$ cat config.mk
export PLATFORM = sky130hd
export DESIGN_NAME = intdiv_otf
export DESIGN_NICKNAME = d
export VERILOG_FILES = /design/src/rtl/intdiv_pkg.sv /design/src/rtl/intdiv_sd2_dec.sv /design/src/rtl/intdiv_otf.sv
export SDC_FILE = /design/constraint.sdc
export NUM_CORES = 1
export LEC_CHECK = 0
export BUFFER_PORTS_ARGS = -buffer_cell sky130_fd_sc_hd__buf_2
export CAP_MARGIN = 10
export CORE_ASPECT_RATIO = 1.2
export CORE_MARGIN = 4
export CORE_UTILIZATION = 40
export CTS_CLUSTER_DIAMETER = 30
export DETAILED_ROUTE_END_ITERATION = 6
export HOLD_SLACK_MARGIN = 0.03
export PLACE_DENSITY_LB_ADDON = 0.2
export SLEW_MARGIN = 20
export SYNTH_ARGS = -nofsm -noshare
export SYNTH_HDL_FRONTEND = slang
export SYNTH_SLANG_ARGS = --single-unit
$ cat constraint.sdc
create_clock -name clk -period 3.9 [get_ports clk]
set_input_delay 0.195 -clock clk [delete_from_list [all_inputs] [get_ports clk]]
set_output_delay 0.195 -clock clk [all_outputs]
set_load 0.03 [all_outputs]
$ cat src/rtl/intdiv_pkg.sv
`default_nettype none
// ============================================================================
// intdiv_pkg : SD2 digit encodings and FSM state type for intdiv_otf.
// Rev 1.0
// ============================================================================
package intdiv_pkg;

    localparam logic [1:0] NEG1   = 2'b11;
    localparam logic [1:0] ZERO   = 2'b00;
    localparam logic [1:0] POS1_1 = 2'b01;
    localparam logic [1:0] POS1_2 = 2'b10;

    typedef enum logic [1:0] {
        S_IDLE = 2'd0,
        S_RUN  = 2'd1,
        S_HOLD = 2'd2
    } state_t;

endpackage
`default_nettype wire

$ cat src/rtl/intdiv_sd2_dec.sv
`default_nettype none
// ============================================================================
// intdiv_sd2_dec : combinational decode of an SD2 digit into +1 / -1 flags.
// Rev 1.0
// ============================================================================
module intdiv_sd2_dec
    import intdiv_pkg::*;
(
    input  logic [1:0] dig,
    output logic       is_pos,
    output logic       is_neg
);

    assign is_pos = (dig == POS1_1) || (dig == POS1_2);
    assign is_neg = (dig == NEG1);

endmodule
`default_nettype wire

$ cat src/rtl/intdiv_otf.sv
`default_nettype none
// ============================================================================
// intdiv_otf : on-the-fly SD2 -> two's-complement quotient converter.
//              Optional restoring correction via INTDIV_OTF_CORRECT_EN.
// Rev 1.0
// ============================================================================
module intdiv_otf
    import intdiv_pkg::*;
#(
    parameter int N = 16
)(
    input  logic         clk,
    input  logic         rst,
    input  logic         start,
    input  logic [1:0]   dig,
    input  logic         dig_valid,
    output logic         dig_ready,
    input  logic         rem_neg,
    output logic [N-1:0] q,
    output logic         q_valid,
    input  logic         q_ack,
    output logic         busy
);

    localparam int CW = (N > 2) ? $clog2(N) : 1;

    state_t          r_state;
    state_t          w_state_nxt;
    logic [N-1:0]    r_q;
    logic [N-1:0]    r_qm;
    logic [CW-1:0]   r_cnt;
    logic            w_is_pos;
    logic            w_is_neg;
    logic            w_accept;
    logic            w_last;
    logic            w_init;

    intdiv_sd2_dec u_dec (
        .dig    (dig),
        .is_pos (w_is_pos),
        .is_neg (w_is_neg)
    );

    assign w_accept = (r_state == S_RUN) && dig_valid;
    assign w_last   = (r_cnt == CW'(N - 1));

    always_ff @(posedge clk or posedge rst) begin
        if (rst) begin
            r_state <= S_IDLE;
        end else begin
            r_state <= w_state_nxt;
        end
    end

    always_comb begin
        w_state_nxt = r_state;
        w_init      = 1'b0;
        case (r_state)
            S_IDLE: begin
                if (start) begin
                    w_state_nxt = S_RUN;
                    w_init      = 1'b1;
                end
            end
            S_RUN: begin
                if (w_accept && w_last) begin
                    w_state_nxt = S_HOLD;
                end
            end
            S_HOLD: begin
                if (q_ack) begin
                    w_state_nxt = start ? S_RUN : S_IDLE;
                    w_init      = start;
                end
            end
            default: begin
                w_state_nxt = S_IDLE;
            end
        endcase
    end

    // QM tracks Q-1 so a -1 digit never needs a borrow chain.
    always_ff @(posedge clk or posedge rst) begin
        if (rst) begin
            r_q   <= '0;
            r_qm  <= '1;
            r_cnt <= '0;
        end else if (w_init) begin
            r_q   <= '0;
            r_qm  <= '1;
            r_cnt <= '0;
        end else if (w_accept) begin
            r_cnt <= r_cnt + CW'(1);
            if (w_is_pos) begin
                r_q  <= {r_q[N-2:0], 1'b1};
                r_qm <= {r_q[N-2:0], 1'b0};
            end else if (w_is_neg) begin
                r_q  <= {r_qm[N-2:0], 1'b1};
                r_qm <= {r_qm[N-2:0], 1'b0};
            end else begin
                r_q  <= {r_q[N-2:0], 1'b0};
                r_qm <= {r_qm[N-2:0], 1'b1};
            end
        end
    end

`ifdef INTDIV_OTF_CORRECT_EN
    logic r_rem_neg;

    always_ff @(posedge clk or posedge rst) begin
        if (rst) begin
            r_rem_neg <= 1'b0;
        end else if (w_init) begin
            r_rem_neg <= 1'b0;
        end else if (w_accept && w_last) begin
            r_rem_neg <= rem_neg;
        end
    end

    assign q = ((r_state == S_HOLD) && r_rem_neg) ? r_qm : r_q;
`else
    logic w_unused_rem_neg;
    assign w_unused_rem_neg = rem_neg;
    assign q = r_q;
`endif

    assign dig_ready = (r_state == S_RUN);
    assign q_valid   = (r_state == S_HOLD);
    assign busy      = (r_state == S_RUN) || (r_state == S_HOLD);

endmodule
`default_nettype wire

### Word-level counts from Yosys, hierarchy flattened

Cells that the tools add are included.

* bits in latches: 0
* flip-flop bits (word level): 37
* ROM bits: 0
* logic and storage cells: 39
* bits in writable memories: 0
* bits of input ports: 8
* memories: 0

* reduce and logical (&&, ||, !) cells: 7
* equality and inequality tests: 9
* add/sub/neg operators: 1
* div/mod/pow operators: 0
* $lt $le $gt $ge: 0
* multiply operators: 0
* bitwise logic cells: 0
* muxes and demuxes: 18
* shift-type cells: 0

Operators with widths (number)
* $mux 16: 4
* $mux 15: 3
* $mux 4: 2
* $eq 2x2->1 const B: 3
* $mux 2: 3
* $pmux 2 s3: 1
* $add 4x1->4 const B: 1
* $eq 2x1->1 const B: 2
* $eq 4x4->1 const B: 1
* $mux 1: 4
* $ne 2x1->1 const B: 2
* $reduce_and 3->1: 1
* $logic_and 1x1->1: 2
* $logic_not 2->1: 1
* $logic_or 1x1->1: 2
* $ne 2x2->1 const B: 1
* $pmux 1 s2: 1
* $reduce_bool 2->1: 1

### Depth between registers and ports, before layout

Gate-level depths: netlist of the first run.

* depth in word-level cells: 5
* gate-level depth with buffers: 8
* depth with buffers taken out: 5

### By module

Synthesis of the first run repeated with hierarchy kept, for this count alone.

* cell total of the unflattened synthesis: 180
* area total of the unflattened synthesis: 1939.4 um2

By module, submodules not included
* intdiv_otf: cells an instance 179, times used 1, area each 1926.8 um2, sequential area each 944.7 um2
* intdiv_sd2_dec: cells an instance 1, times used 1, area each 12.5 um2, sequential area each 0.0 um2

### Worst setup path after synthesis of the first run

OpenSTA, ideal clock, no wires.

* kind: reg-to-reg
* start point: register r_state[0]
* end point: register r_state[0]
* arrival: 1.603 ns
* period minus slack after synthesis: 1.728 ns
* stages on the path, launching flop included: 5
* setup slack: 2.172 ns
* setup time: 0.125 ns
* path buffers: 0
* path through: dfrtp_1 -> inv_1 -> ha_1 -> a222oi_1 -> mux2_2

* elaborated cells on any way between the ends: 10
* classes of those cells: eq/ne (5); mux (1); reduce/logical (4)

RTL lines
* start: declaration: RTL line intdiv_otf.sv:27 `state_t r_state;`
* start signal: assignment: RTL line intdiv_otf.sv:51 `r_state <= w_state_nxt;`
* $eq 2x2->1 *
* named net q_valid: RTL line intdiv_otf.sv:20 `output logic q_valid,`
* $ne 2x1->1 (no source line)
* $reduce_and 3->1 (no source line)

The timed path passes the listed nets; every way through them passes the cells marked *.
A chain may end at the register's enable or synchronous reset.

### Worst setup path after layout of the first run

* start point: register r_state[1]
* end point: register r_cnt[3]

* word-level cells in the longest chain between the ends: 3
* elaborated cells on any way between the ends: 7
* classes of those cells: eq/ne (2); mux (2); reduce/logical (3)

Ends and longest elaborated chain
* $eq 2x2->1 (tied with other cells): RTL line intdiv_otf.sv:58 `case (r_state)`
* $pmux 1 s2 / $logic_and 1x1->1 (equally long branches): RTL line intdiv_otf.sv:58, intdiv_otf.sv:44
* $mux 4 / $reduce_bool 2->1 (equally long branches)
* end signal: assignment: RTL line intdiv_otf.sv:93 `r_cnt <= r_cnt + CW'(1);`
* end: declaration: RTL line intdiv_otf.sv:31 `logic [CW-1:0] r_cnt;`

Parallel ways exist; a longest one is shown, timed or not.

==> metrics.log, run 1 <==
[metrics] number of maximum-capacitance violations: 0
[metrics] CTS tree: built
[metrics] vertical die dimension: 84.60 um
[metrics] total number of vias: 1385
[metrics] Row Count: 27
[metrics] P per Cell Area: 850.9 nW/um^2
[metrics] post-CTS setup repair buffer count: 0
[metrics] type of element capturing the critical path: flop
[metrics] area enclosed by the die boundary: 6076 um^2
[metrics] type of the most critical hold path: in2reg
[metrics] First DRT Iteration DRCs: 60
[metrics] Syn. warnings: 0
[metrics] Clock Sink Count: 37
[metrics] number of buffers created by CTS: 5
[metrics] Storage cell area: 944.7 um^2
[metrics] number of pins exceeding their max-slew limit in the final report: 0
[metrics] area used by multi-input combinational logic: 893.4 um^2
[metrics] number of global-route vias before repair: 1438
[metrics] Max stage delay on crit path: 0.58 ns
[metrics] ranking of synthesized cells by instance count: mux2i_1 (29), dfrtp_1 (22), nand2_1 (20), nor2_1 (18)
[metrics] io pins: 27
[metrics] FFs w/ async S/R, synth: 100.0%
[metrics] antenna diode count: 0
[metrics] number of buffer and inverter instances along the worst setup path: 1
[metrics] area delta synth->final: 13.18%
[metrics] worst setup margin: 1.757 ns
[metrics] Achievable Freq: 0.4667 GHz
[metrics] ratio of routed vias to standard cells: 5.327
[metrics] ratio of final minimum period to clock period: 54.95%
[metrics] number of cells in the finished layout apart from fillers: 260
[metrics] final setup TNS: 0 ns
[metrics] fraction of layout instances using a drive strength above 1: 26.24%
[metrics] worst slack, placed: 1.733 ns
[metrics] Final Skew: 0.01068 ns
[metrics] count of flip-flops with a built-in enable after synthesis: 0
[metrics] Routed Wire Length: 3.833 mm
[metrics] IR drop worst, VDD: 0.3702 mV
[metrics] Routed met2 length: 1.941 mm
[metrics] routability cong.: 0.7822
[metrics] ordered cell list for the critical path: inv_1 -> ha_1 -> nand2_1 -> or3_1 -> a21oi_1
[metrics] register clock-pin slew on the reported worst setup and hold paths: 0.07 ns
[metrics] Root Buffer Master: clkbuf_8
[metrics] fraction of post-synthesis cell area in the top cell type by area: 28.15%
[metrics] Worst Reg2Reg Path Length in Cells: 5
[metrics] Setup Crit Path Kind: reg2reg
[metrics] area leader, netlist: dfrtp_1
[metrics] total cell area at the placement stage: 2069 um^2
[metrics] reg-to-reg endpoint: r_cnt[3]$_DFFE_PP0P_
[metrics] core area: 4662 um^2
[metrics] count of final setup violators: 0
[metrics] worst r2r src: r_state[1]$_DFFE_PP0P_
[metrics] per-cell routed wire length: 14.74 um
[metrics] flops & latches, synth: 37
[metrics] Synth Net Count: 197
[metrics] insertion delay to the later sink of the worst-skew pair: 0.29 ns
[metrics] leakage power: 1.041 nW
[metrics] reg2reg setup slack: 1.76 ns
[metrics] number of port buffers: 25
[metrics] maximum clock insertion buffer count: 2
[metrics] capture point of the critical path: r_cnt[3]$_DFFE_PP0P_
[metrics] H-tree levels: 2
[metrics] number of antenna violations at the first check in global routing: 0
[metrics] Worst-Margin Slew: 0.9616 ns
[metrics] DRT met1 WL: 1.674 mm
[metrics] gr usage total: 13.98%
[metrics] cell with the most instances after synthesis: mux2i_1
[metrics] run status: finished, final reports clean
[metrics] tightest slew margin relative to the limit: 35.74%
[metrics] width of the chip: 71.83 um
[metrics] number of nets still failing antenna checks after routing: 0
[metrics] post-route core utilization: 47.48%
[metrics] uppermost signal routing layer after detailed routing: met4
[metrics] portion of the post-synthesis area used by sequential elements: 48.30%
[metrics] initial standard-cell utilization of the core: 41.95%
[metrics] largest net degree at the start of global routing: 38
[metrics] Worst EP arrival: 2.35 ns
[metrics] global-route wire length before repair: 6.610 mm
[metrics] Detailed Routing Iterations Pass 1: 4
[metrics] post-route cell area: 2213 um^2
[metrics] critical path data required time: 4.10 ns
[metrics] time the final worst path needs with I/O delays and setup: 2.143 ns
[metrics] Cell Area, Synth: 1956 um^2
[metrics] CTS resizes: 0
[metrics] post-synthesis area per instance: 10.80 um^2
[metrics] critical path startpoint category: flop
[metrics] critical path peak fanout: 32
[metrics] number of gates on the worst path with buffers counted: 5
[metrics] Post-layout nets: 217
[metrics] slowest CP cell: nand2_1
[metrics] ys flop type: dfrtp_1
[metrics] delay-heaviest family, CP: simple AND/OR/NAND/NOR gates
[metrics] placed cell count: 251
[metrics] number of cells produced by synthesis: 181
[metrics] top post-synthesis cells by area: dfrtp_1 (28%), dfstp_2 (20%), mux2i_1 (15%)
[metrics] met3 layer wire length in the routed design: 155 um
[metrics] layout filler cell count: 433
[metrics] RSZ-0062 raised after global routing: false
[metrics] number of distinct library cells after synthesis: 26
[metrics] final HPWL from detailed placement: 2.520 mm
[metrics] crit path from: r_state[1]$_DFFE_PP0P_
[metrics] global-route congestion overflow total: 0
[metrics] number of hold violations in the final report: 0
[metrics] DRC viols: 0
## sequential cells by signal, summed over array words and instances (netlist names)
| name | count |
|---|---|
| q | 16 |
| r_qm | 15 |
| r_cnt | 4 |
| r_state | 2 |
## cells by family after synthesis
kind of cell | synth area share (%)
muxes | 15.99
buffers and inverters | 6.078
xor gates and xnor gates | 0.8959
AOI/OAI and AO/OA | 13.56
DFF | 48.30
adders and majority gates | 5.119
and+or+nand+nor | 10.04
## stage by stage
stage / hold slack [ns] / total power [W]
after floorplan: 0.3636 / 0.001320
after global placement: 0.3251 / 0.001474
after detailed placement: 0.3297 / 0.001504
after CTS: 0.2857 / 0.001908
after global routing: 0.3340 / 0.002035
final: 0.2920 / 0.001883
## cell type report
cell class,instances,share of cell area [%]
clock buffers,5,3.109
clock inverters,3,2.940
inverters,7,1.187
multi-input cells,123,40.36
flip-flops and latches,37,42.68
well taps,58,3.279
repair buffers,27,6.444
## worst min path at each step
stage,startpoint,to,depth (start not counted)
after floorplan,rst,q[0]$_DFFE_PP0P_,1
after CTS,dig_valid,r_cnt[2]$_DFFE_PP0P_,4
after global routing,dig_valid,r_cnt[2]$_DFFE_PP0P_,4
final,dig_valid,r_cnt[2]$_DFFE_PP0P_,4
after detailed placement,rst,q[12]$_DFFE_PP0P_,3
after global placement,rst,q[15]$_DFFE_PP0P_,3
## report_power, final
| part | total [W] | internal (W) | leakage [nW] | switching, W |
|---|---|---|---|---|
| clock | 0.000397 | 0.000254 | 0.0681 | 0.000142 |
| combinational | 0.000774 | 0.000285 | 0.528 | 0.000490 |
| sequential | 0.000712 | 0.000585 | 0.444 | 0.000127 |
| total | 0.00188 | 0.00112 | 1.04 | 0.000760 |
## cells in the final DEF, fill, tap and decap left out, types with 2 or more instances in the layout
cell type  count
mux2i_1       29
buf_2         25
dfrtp_1       22
nand2_1       20
nor2_1        18
a211oi_1      15
dfstp_2       15
o211ai_1      14
ha_1           8
inv_1          7
clkbuf_8       5
nand3_1        3
a21oi_1        3
mux2_2         2
bufinv_16      2
## tightest hold or removal path: cells and delay by family
| kind | cells | cell delay (ns) |
|---|---|---|
| and+or+nand+nor | 2 | 0.16 |
| buffers and inverters | 1 | 0.11 |
| xor gates and xnor gates | 1 | 0.07 |
## per-layer routing
layer	vias to the layer above	track usage (%)
li1	679	-
met2	24	24.16
met1	675	16.07
met5	-	0
met4	0	5.128
met3	7	4.192
## timing repair
action	in CTS	in global routing
endpoints found under the setup margin	0	0
endpoints found under the hold margin	22	0
hold buffers	1	0
No activity file was read; power rests on OpenSTA's default activity.
==> run 2: changes to the inputs <==
Clock period 3.9 ns to 1.9 ns, I/O delays scaled along.
==> run 2 against run 1 <==
Power increased by 94%. First-iteration DRC count is 5.0% higher. Setup slack worse by 1.6 ns. Register-to-register slack lost 1.6 ns. Sequential cell count did not move. Final cell count is 2.3% higher. Worst hold slack lost 0.098 ns. Sequential power rose by 110%. Maximum frequency rose by 25%. Core utilization is 0.13 points higher. Largest cell class unchanged.
==> metrics.log, run 2 (synthesis gave the netlist of run 1 again) <==
[metrics] run status: finished, final reports clean (unchanged)
[metrics] leakage power: 1.049 nW (was 1.041 nW)
[metrics] critical path data required time: 2.08 ns (was 4.10 ns)
[metrics] worst hold slack: 0.1940 ns (was 0.2920 ns)
[metrics] global-route wire length before repair: 7.024 mm (was 6.610 mm)
[metrics] post-route core utilization: 47.61% (was 47.48%)
[metrics] Routed Wire Length: 3.929 mm (was 3.833 mm)
[metrics] number of buffer and inverter instances along the worst setup path: 1 (unchanged)
[metrics] post-CTS setup repair buffer count: 0 (unchanged)
[metrics] register clock-pin slew on the reported worst setup and hold paths: 0.07 ns (about the same)
[metrics] worst r2r src: r_state[0]$_DFFE_PP0P_ (was r_state[1]$_DFFE_PP0P_)
[metrics] ratio of routed vias to standard cells: 5.180 (was 5.327)
[metrics] Final Skew: 0.003835 ns (was 0.01068 ns)
[metrics] routability cong.: 0.7459 (was 0.7822)
[metrics] Row Count: 27 (unchanged)
[metrics] gr usage total: 14.61% (was 13.98%)
[metrics] Root Buffer Master: clkbuf_8 (unchanged)
[metrics] width of the chip: 71.83 um (unchanged)
[metrics] ratio of final minimum period to clock period: 90.30% (was 54.95%)
[metrics] per-cell routed wire length: 14.77 um (was 14.74 um)
[metrics] core area: 4662 um^2 (unchanged)
[metrics] number of maximum-capacitance violations: 0 (unchanged)
[metrics] number of port buffers: 25 (unchanged)
[metrics] insertion delay to the later sink of the worst-skew pair: 0.29 ns (about the same)
[metrics] Detailed Routing Iterations Pass 1: 4 (unchanged)
[metrics] io pins: 27 (unchanged)
[metrics] delay-heaviest family, CP: compound AO/OA/AOI/OAI gates (was simple AND/OR/NAND/NOR gates)
[metrics] share of total power in the clock network: 14.4% (was 21.1%)
[metrics] reg2reg setup slack: 0.18 ns (was 1.76 ns)
[metrics] RSZ-0062 raised after global routing: false (unchanged)
[metrics] reg-to-reg endpoint: r_state[0]$_DFFE_PP0P_ (was r_cnt[3]$_DFFE_PP0P_)
[metrics] total number of vias: 1378 (was 1385)
[metrics] DRC viols: 0 (unchanged)
[metrics] commonest cells after routing, fill and taps aside: mux2i_1 (29), buf_2 (25), dfrtp_1 (22) (unchanged)
[metrics] type of the most critical hold path: in2reg (unchanged)
[metrics] Worst-Margin Slew: 0.4711 ns (was 0.9616 ns)
[metrics] most common library cell in the layout ignoring fill and taps: mux2i_1 (unchanged)
[metrics] cell count of the worst hold path: 4 (unchanged)
[metrics] First DRT Iteration DRCs: 63 (was 60)
[metrics] worst min-delay path endpoint: r_cnt[2]$_DFFE_PP0P_ (unchanged)
[metrics] area delta synth->final: 13.50% (was 13.18%)
[metrics] initial standard-cell utilization of the core: 41.95% (unchanged)
[metrics] Worst Reg2Reg Path Length in Cells: 4 (was 5)
[metrics] slowest CP cell: a222oi_1 (was nand2_1)
[metrics] ordered cell list for the critical path: inv_1 -> ha_1 -> a222oi_1 -> mux2_2 (was inv_1 -> ha_1 -> nand2_1 -> or3_1 -> a21oi_1)
[metrics] critical path peak fanout: 5 (was 32)
[metrics] vertical die dimension: 84.60 um (unchanged)
[metrics] maximum clock insertion buffer count: 2 (unchanged)
[metrics] sw frac: 42.82% (was 40.33%)
[metrics] number of pins exceeding their max-slew limit in the final report: 0 (unchanged)
[metrics] P per Cell Area: 1644 nW/um^2 (was 850.9 nW/um^2)
[metrics] number of nets still failing antenna checks after routing: 0 (unchanged)
[metrics] H-tree levels: 2 (unchanged)
[metrics] global-route congestion overflow total: 0 (unchanged)
[metrics] critical path startpoint category: flop (unchanged)
[metrics] Worst EP arrival: 1.89 ns (was 2.35 ns)
[metrics] Gate power share: 45.4% (was 41.1%)
[metrics] Achievable Freq: 0.5829 GHz (was 0.4667 GHz)
[metrics] CTS tree: built (unchanged)
[metrics] fraction of layout instances using a drive strength above 1: 27.88% (was 26.24%)
[metrics] Post-layout nets: 223 (was 217)
[metrics] final HPWL from detailed placement: 2.614 mm (was 2.520 mm)
[metrics] IR drop worst, VDD: 0.6361 mV (was 0.3702 mV)
[metrics] NetSw: 0.001563 W (was 0.0007596 W)
[metrics] number of global-route vias before repair: 1466 (was 1438)
[metrics] number of gates on the worst path with buffers counted: 4 (was 5)
[metrics] Setup Crit Path Kind: reg2reg (unchanged)
[metrics] number of antenna violations at the first check in global routing: 0 (unchanged)
[metrics] number of hold violations in the final report: 0 (unchanged)
[metrics] area enclosed by the die boundary: 6076 um^2 (unchanged)
[metrics] launch instance of the worst min-delay path: dig_valid (unchanged)
[metrics] relative contribution of sequential cells to total power: 40.2% (was 37.8%)
[metrics] final setup TNS: 0 ns (unchanged)
[metrics] largest net degree at the start of global routing: 38 (unchanged)
[metrics] antenna diode count: 0 (unchanged)
[metrics] Pint: 0.002087 W (was 0.001124 W)
[metrics] number of buffers created by CTS: 5 (unchanged)
[metrics] type of element capturing the critical path: flop (unchanged)
[metrics] count of final setup violators: 0 (unchanged)
[metrics] time the final worst path needs with I/O delays and setup: 1.716 ns (was 2.143 ns)
[metrics] Clock Sink Count: 37 (unchanged)
[metrics] tightest slew margin relative to the limit: 68.59% (was 35.74%)
[metrics] number of flip-flops under the largest register name: 16 (unchanged)
[metrics] Max stage delay on crit path: 0.45 ns (was 0.58 ns)
[run 2: cell types whose count changed in the layout (fill, tap and decap cells not counted), sizes merged]
cell / change
buf: +6
bufinv: -2
clkbuf: +1
clkinv: +1
[run 2: worst max-delay path by stage]
stage | startpoint | endpoint | slack (ns)
floorplan | r_state[0]$_DFFE_PP0P_ | r_state[0]$_DFFE_PP0P_ | 0.17
global placement | r_state[0]$_DFFE_PP0P_ | q[3]$_DFFE_PP0P_ | 0.18
detailed placement | r_state[0]$_DFFE_PP0P_ | q[1]$_DFFE_PP0P_ | 0.1
CTS | r_state[0]$_DFFE_PP0P_ | q[1]$_DFFE_PP0P_ | 0.07
global route | r_state[0]$_DFFE_PP0P_ | r_state[0]$_DFFE_PP0P_ | 0.08
finish | r_state[0]$_DFFE_PP0P_ | r_state[0]$_DFFE_PP0P_ | 0.18
[run 2: worst reg2reg max path: stages (launching register included)]
cell and delay [ns]:
dfrtp_1 0.43, inv_1 0.09, ha_1 0.24, a222oi_1 0.45, mux2_2 0.39
[run 2: stage by stage]
stage | worst slack, ns | instances | instance area [um^2] | total power [W]
after global routing | 0.07677 | 266 | 2220 | 0.003972
after detailed placement | 0.09864 | 257 | 2126 | 0.003150
after global placement | 0.1798 | 257 | 2126 | 0.003076
after floorplan | 0.1718 | 181 | 1956 | 0.002710
after CTS | 0.06997 | 266 | 2218 | 0.003699
final | 0.1844 | 266 | 2220 | 0.003650
[run 2: final cells by class]
cell class	count	area, um^2
fill	459	2442
clock buffer	6	72.57
timing repair buffer	33	200.2
inverter	7	26.28
clock inverter	2	10.01
sequential	37	944.7
tap	58	72.57
multi-input combinational	123	893.4
[run 2: power groups by stage]
stage          Combinational [W]  Clock [W]  Sequential, W
2_1_floorplan            0.00103          0        0.00168
3_3_place_gp             0.00162          0        0.00146
3_5_place_dp             0.00167          0        0.00148
4_1_cts                  0.00168   0.000545        0.00147
5_1_grt                  0.00186   0.000588        0.00152
6_report                 0.00166   0.000527        0.00147
[run 2: routing by layer]
layer	up-vias	global-route usage [%]	part of all wire, %
li1	691	-	-
met5	-	0	0
met4	0	5.128	1.7
met1	661	18.09	44
met3	6	3.473	4.2
met2	20	24.58	50
[run 2: timing repair]
action | CTS | global route
gates resized for setup | 0 | 1
setup endpoints to repair | 0 | 19
hold buffers | 1 | 0
hold endpoints to repair | 22 | 0
